<file path="src/rtl/quantum_pkg.sv">
// Shared types and defaults for the quantum preemption controller.
// Holds the FSM state enum and default widths / trap vector.
package quantum_pkg;

   localparam int          PC_W_DEF        = 32;
   localparam int          MISS_W_DEF      = 4;
   localparam logic [31:0] TRAP_VECTOR_DEF = 32'h0000_0100;

   typedef enum logic [1:0] {
      ST_IDLE,
      ST_PENDING,
      ST_HANDLER
   } state_e;

endpackage

</file>
<file path="src/rtl/preempt_wdog.sv">
// Handler watchdog: counts cycles while active_i, sets a sticky fault
// when the count reaches WDOG_CYCLES. Ports: clk, reset, active_i, fault_o.
module preempt_wdog #(
   parameter int WDOG_CYCLES = 256
) (
   input  logic clk,
   input  logic reset,
   input  logic active_i,
   output logic fault_o
);

   localparam int CNT_W = $clog2(WDOG_CYCLES + 1);
   localparam logic [CNT_W-1:0] LIMIT = CNT_W'(WDOG_CYCLES);

   logic [CNT_W-1:0] cnt_q, cnt_d;
   logic             fault_q, fault_d;

   always_comb begin
      cnt_d   = cnt_q;
      fault_d = fault_q;
      if (!active_i) begin
         cnt_d = '0;
      end else if (cnt_q != LIMIT) begin
         cnt_d = cnt_q + 1'b1;
      end
      // Sticky: only reset clears it.
      if (active_i && cnt_d == LIMIT) begin
         fault_d = 1'b1;
      end
   end

   always_ff @(posedge clk or posedge reset) begin
      if (reset) begin
         cnt_q   <= '0;
         fault_q <= 1'b0;
      end else begin
         cnt_q   <= cnt_d;
         fault_q <= fault_d;
      end
   end

   assign fault_o = fault_q;

endmodule

</file>
<file path="src/rtl/quantum_preempt_ctrl.sv">
// Quantum expiry consumer: waits for a preemptible boundary, issues a
// trap redirect, saves EPC, tracks the handler and restarts the quantum.
// Ports: clk, reset (async, high), quantum_over, irq_enable,
//   instr_boundary, pc_next, trap_return -> take_trap, trap_vector, epc,
//   in_handler, quantum_restart, missed_quanta, wdog_fault.
// Macro QUANTUM_WDOG_EN builds the handler watchdog (preempt_wdog).
module quantum_preempt_ctrl
   import quantum_pkg::*;
#(
   parameter int              PC_W        = PC_W_DEF,
   parameter logic [PC_W-1:0] TRAP_VECTOR = PC_W'(TRAP_VECTOR_DEF),
   parameter int              MISS_W      = MISS_W_DEF,
   parameter int              WDOG_CYCLES = 256
) (
   input  logic              clk,
   input  logic              reset,
   input  logic              quantum_over,
   input  logic              irq_enable,
   input  logic              instr_boundary,
   input  logic [PC_W-1:0]   pc_next,
   input  logic              trap_return,
   output logic              take_trap,
   output logic [PC_W-1:0]   trap_vector,
   output logic [PC_W-1:0]   epc,
   output logic              in_handler,
   output logic              quantum_restart,
   output logic [MISS_W-1:0] missed_quanta,
   output logic              wdog_fault
);

   state_e            state_q, state_d;
   logic [PC_W-1:0]   epc_q, epc_d;
   logic [MISS_W-1:0] miss_q, miss_d;
   logic [MISS_W-1:0] miss_inc;
   logic              take_q, take_d;
   logic              inh_q, inh_d;
   logic              rst_q, rst_d;

   assign miss_inc = (&miss_q) ? miss_q : miss_q + 1'b1;

   always_comb begin
      state_d = state_q;
      epc_d   = epc_q;
      miss_d  = miss_q;
      take_d  = 1'b0;
      rst_d   = 1'b0;
      unique case (state_q)
         ST_IDLE: begin
            // Preemption inputs are not looked at on the expiry cycle.
            if (quantum_over) begin
               state_d = ST_PENDING;
            end
         end
         ST_PENDING: begin
            if (quantum_over) begin
               miss_d = miss_inc;
            end
            if (irq_enable && instr_boundary) begin
               state_d = ST_HANDLER;
               take_d  = 1'b1;
               epc_d   = pc_next;
            end
         end
         ST_HANDLER: begin
            // Return wins: the restart resets the counter anyway.
            if (trap_return) begin
               state_d = ST_IDLE;
               rst_d   = 1'b1;
               miss_d  = '0;
            end else if (quantum_over) begin
               miss_d = miss_inc;
            end
         end
         default: begin
            state_d = ST_IDLE;
         end
      endcase
      inh_d = (state_d == ST_HANDLER);
   end

   always_ff @(posedge clk or posedge reset) begin
      if (reset) begin
         state_q <= ST_IDLE;
         epc_q   <= '0;
         miss_q  <= '0;
         take_q  <= 1'b0;
         inh_q   <= 1'b0;
         rst_q   <= 1'b0;
      end else begin
         state_q <= state_d;
         epc_q   <= epc_d;
         miss_q  <= miss_d;
         take_q  <= take_d;
         inh_q   <= inh_d;
         rst_q   <= rst_d;
      end
   end

   assign take_trap       = take_q;
   assign trap_vector     = TRAP_VECTOR;
   assign epc             = epc_q;
   assign in_handler      = inh_q;
   assign quantum_restart = rst_q;
   assign missed_quanta   = miss_q;

`ifdef QUANTUM_WDOG_EN
   preempt_wdog #(
      .WDOG_CYCLES(WDOG_CYCLES)
   ) u_wdog (
      .clk     (clk),
      .reset   (reset),
      .active_i(inh_q),
      .fault_o (wdog_fault)
   );
`else
   assign wdog_fault = 1'b0;
`endif

endmodule

</file>
<file path="config.mk">
export PLATFORM = sky130hd
export DESIGN_NAME = quantum_preempt_ctrl
export DESIGN_NICKNAME = d
export VERILOG_FILES = /design/src/rtl/quantum_pkg.sv /design/src/rtl/preempt_wdog.sv /design/src/rtl/quantum_preempt_ctrl.sv
export SDC_FILE = /design/constraint.sdc
export NUM_CORES = 1
export LEC_CHECK = 0
export BUFFER_PORTS_ARGS = -buffer_cell sky130_fd_sc_hd__clkbuf_2
export CORE_ASPECT_RATIO = 0.7
export CORE_MARGIN = 2
export CORE_UTILIZATION = 48
export DETAILED_ROUTE_END_ITERATION = 12
export PLACE_DENSITY_LB_ADDON = 0.25
export SYNTH_ARGS = -nofsm -noshare
export SYNTH_HDL_FRONTEND = slang
export SYNTH_HIERARCHICAL = 1
export SYNTH_SLANG_ARGS = --single-unit
</file>
<file path="constraint.sdc">
create_clock -name clk -period 4.65 [get_ports clk]
set_input_delay 0.2325 -clock clk [delete_from_list [all_inputs] [get_ports clk]]
set_output_delay 0.2325 -clock clk [all_outputs]
set_load 0.01 [all_outputs]
</file>
==> impl_metrics.toml <==
[place]
dp_hpwl_um = 2670
pre_cts_ws_ps = 2490
gp_congestion = 0.774
numPortBuffers = 76

[die]
pin_count = 110
start_util_pct = 49.2
rows = 20
dieArea_sq_um = 4920
die_y_um = 59.3
die_x_um = 83.0
core_area_sq_um = 4250

[global_routing]
grt_use_total_pct = 15.3
antenna_found_initial = 0
grt_pass1_vias = 1136
gr-total-overflow = 0
grt_pass1_wl_um = 5730
grt_start_max_net_pins = 42

[critical_path]
start_kind = "register"
crit_path_end_kind = "register"
worstPathArrival_ps = 2310
cp.required_ps = 4820
worstPathMaxFanout = 34
crit_type = "reg -> reg"

[synth]
yosys.area_share.simple_pct = 5.62
synth_top_family_by_area = "multiplexers"
ys_seq_area_share_pct = 49.0
synth_fa_ha_area_share_pct = 2.99
synth_compound_gate_area_share_pct = 3.88
synth_edf_count = 0
yosys_warnings = 6
netlist_area_sq_um = 2090
synthArstFlopShare_pct = 100
synthXorXnorAreaFrac_pct = 0
synth_ff_type = "dfrtp_1"
synth.area.mux_share_pct = 22.2
syn_inst = 150
ys_ff_latch = 41
synth_cell_types = 27
synth.avg_cell_area_sq_um = 14.0

[layout]
nets = 271
antennaDiodeCount = 0
fillers = 372
post-route-util_pct = 57.3
syn_to_final_growth_pct = 16.3
drive_above_1_share_pct = 52.4
seq_area_sq_um = 1030
multi_input_area_sq_um = 852

[clock_tree]
clkSinkCount = 41
numCtsBuffers = 5
hold_buffers = 0
post_cts.repair.setup_buffers = 0
cts_buffer_depth = 2
clk_pin_slew_worst_paths_ps = 80
clk_latency_ps = 280
cts_resized = 0
cts_tree = "built"
cts_root_buf = "clkbuf_8"
h-tree-depth = 2

[timing]
skew_ps = 4.45
fin_setup_tns_ps = 0
timing.fmax_ghz = 0.468
final-setup-viol-count = 0
rsz0062_at_grt = "no"
fin_crit_ps = 2140
slew_violations = 0
hold_viol_final = 0
relSlewSlack_pct = 30.9
fin_crit_sh_pct = 45.9
worst_pin_slew_ps = 1040
setup_ws_ps = 2510

[route]
route.vias.total = 1263
postRouteWirelength_um = 3530
drc = 0
drtIter0Drc = 33
first_pass_iters = 4
wl_per_cell_um = 12.4
detail-route-antenna-nets = 0
viasPerCell = 4.45

[run_status]
status = "finished, final reports clean"

[job]
timing.max_cap.violations = 0

[pwr]
p_leak_nw = 1.32
peakVddDrop_mv = 0.268
p_per_area_nw_per_um2 = 628
total_power_mw = 1.53

[worst_hold_path]
min_path_type = "in -> async"
[Yosys cell counts (2+ instances only)]
| cell | number | area share [%] |
|---|---|---|
| nor2b_1 | 3 | 0.90 |
| buf_4 | 33 | 12 |
| a21boi_0 | 3 | 1.1 |
| and2_1 | 2 | 0.60 |
| dfrtp_1 | 41 | 49 |
| o21ai_0 | 2 | 0.48 |
| conb_1 | 2 | 0.36 |
| inv_1 | 4 | 0.72 |
| and3_1 | 2 | 0.60 |
| a21oi_1 | 3 | 0.72 |
| buf_12 | 3 | 2.9 |
| nor3_1 | 2 | 0.48 |
| nand2_1 | 2 | 0.36 |
| ha_1 | 5 | 3.0 |
| mux2_4 | 28 | 20 |
| mux2_2 | 4 | 2.2 |
[critical path, cell delays in order, from the launching register on]
cell     delay, ps
dfrtp_1        440
inv_1          110
ha_1           170
and3_2         880
mux2_2         410
[stage by stage]
stage	hold slack (ps)	cell area (sq um)	cells
CTS	62.8	2440	284
detailed placement	383	2350	276
finish	46.7	2440	284
global placement	369	2350	276
floorplan	381	2210	181
global route	87.8	2440	284
[final timing paths]
kind | start | depth (start not counted) | slack (ps) | to
min reg2reg | epc[22] | 1 | 510 | epc[22]
min in group clk | pc_next[24] | 2 | 170 | epc[24]
max reg2reg | state_q[1] | 4 | 2510 | epc[22]
max in group asynchronous | reset | 3 | 4250 | epc[31]
max | state_q[1] | 4 | 2510 | epc[22]
min | reset | 3 | 50 | epc[15]
[cell type report]
class	count	share of cell area (%)
clock buffers	5	2.82
clock inverters	3	0.719
inverters	4	0.616
multi-input cells	99	35.0
flip-flops and latches	41	42.1
well taps	55	2.82
repair buffers	77	15.9
[layout by cell type, fill, tap and decap left out, drive strengths merged]
cell,netlist,final
nor2b,3,3
clkinvlp,0,1
conb,2,33
clkbuf,0,81
clkinv,0,2
a21boi,3,3
and2,2,2
a21oi,3,3
and3,2,2
o21ai,2,2
or3,1,1
nor4,1,1
dfrtp,41,41
nand2,2,2
nor3,2,2
and4,1,1
buf,37,1
and4b,1,1
inv,4,4
a41o,1,1
a211oi,1,1
nand3b,1,1
o31a,1,1
ha,5,5
mux2,32,32
a21o,1,1
nor2,1,1
[sequential cells by signal (all words and copies together) (netlist names)]
name,cells
epc,32
in_handler,1
missed_quanta,4
quantum_restart,1
state_q,2
take_trap,1
[metal layers]
layer / vias to the layer above / track usage, % / wire length [um]
met2: 71 / 21.9 / 1520
met4: 0 / 5.62 / 27
li1: 604 / - / -
met1: 586 / 22.2 / 1650
met3: 2 / 4.32 / 324
met5: - / 0 / 0
[cells by family (layout without fill, tap and decap cells)]
logic type | count (synthesis) | count (layout)
flops | 41 | 41
buf+inv | 41 | 89
mux | 32 | 32
simple gates | 17 | 17
compound gates | 12 | 12
fa+ha+maj | 5 | 5
other cells | 2 | 33
[power by group]
part,leakage [nW],internal (mW),switching [mW]
clock network,0.0439,0.104,0.119
registers,0.499,0.528,0.113
logic,0.776,0.375,0.291
Note: power is estimated with default switching activity, not from simulation.
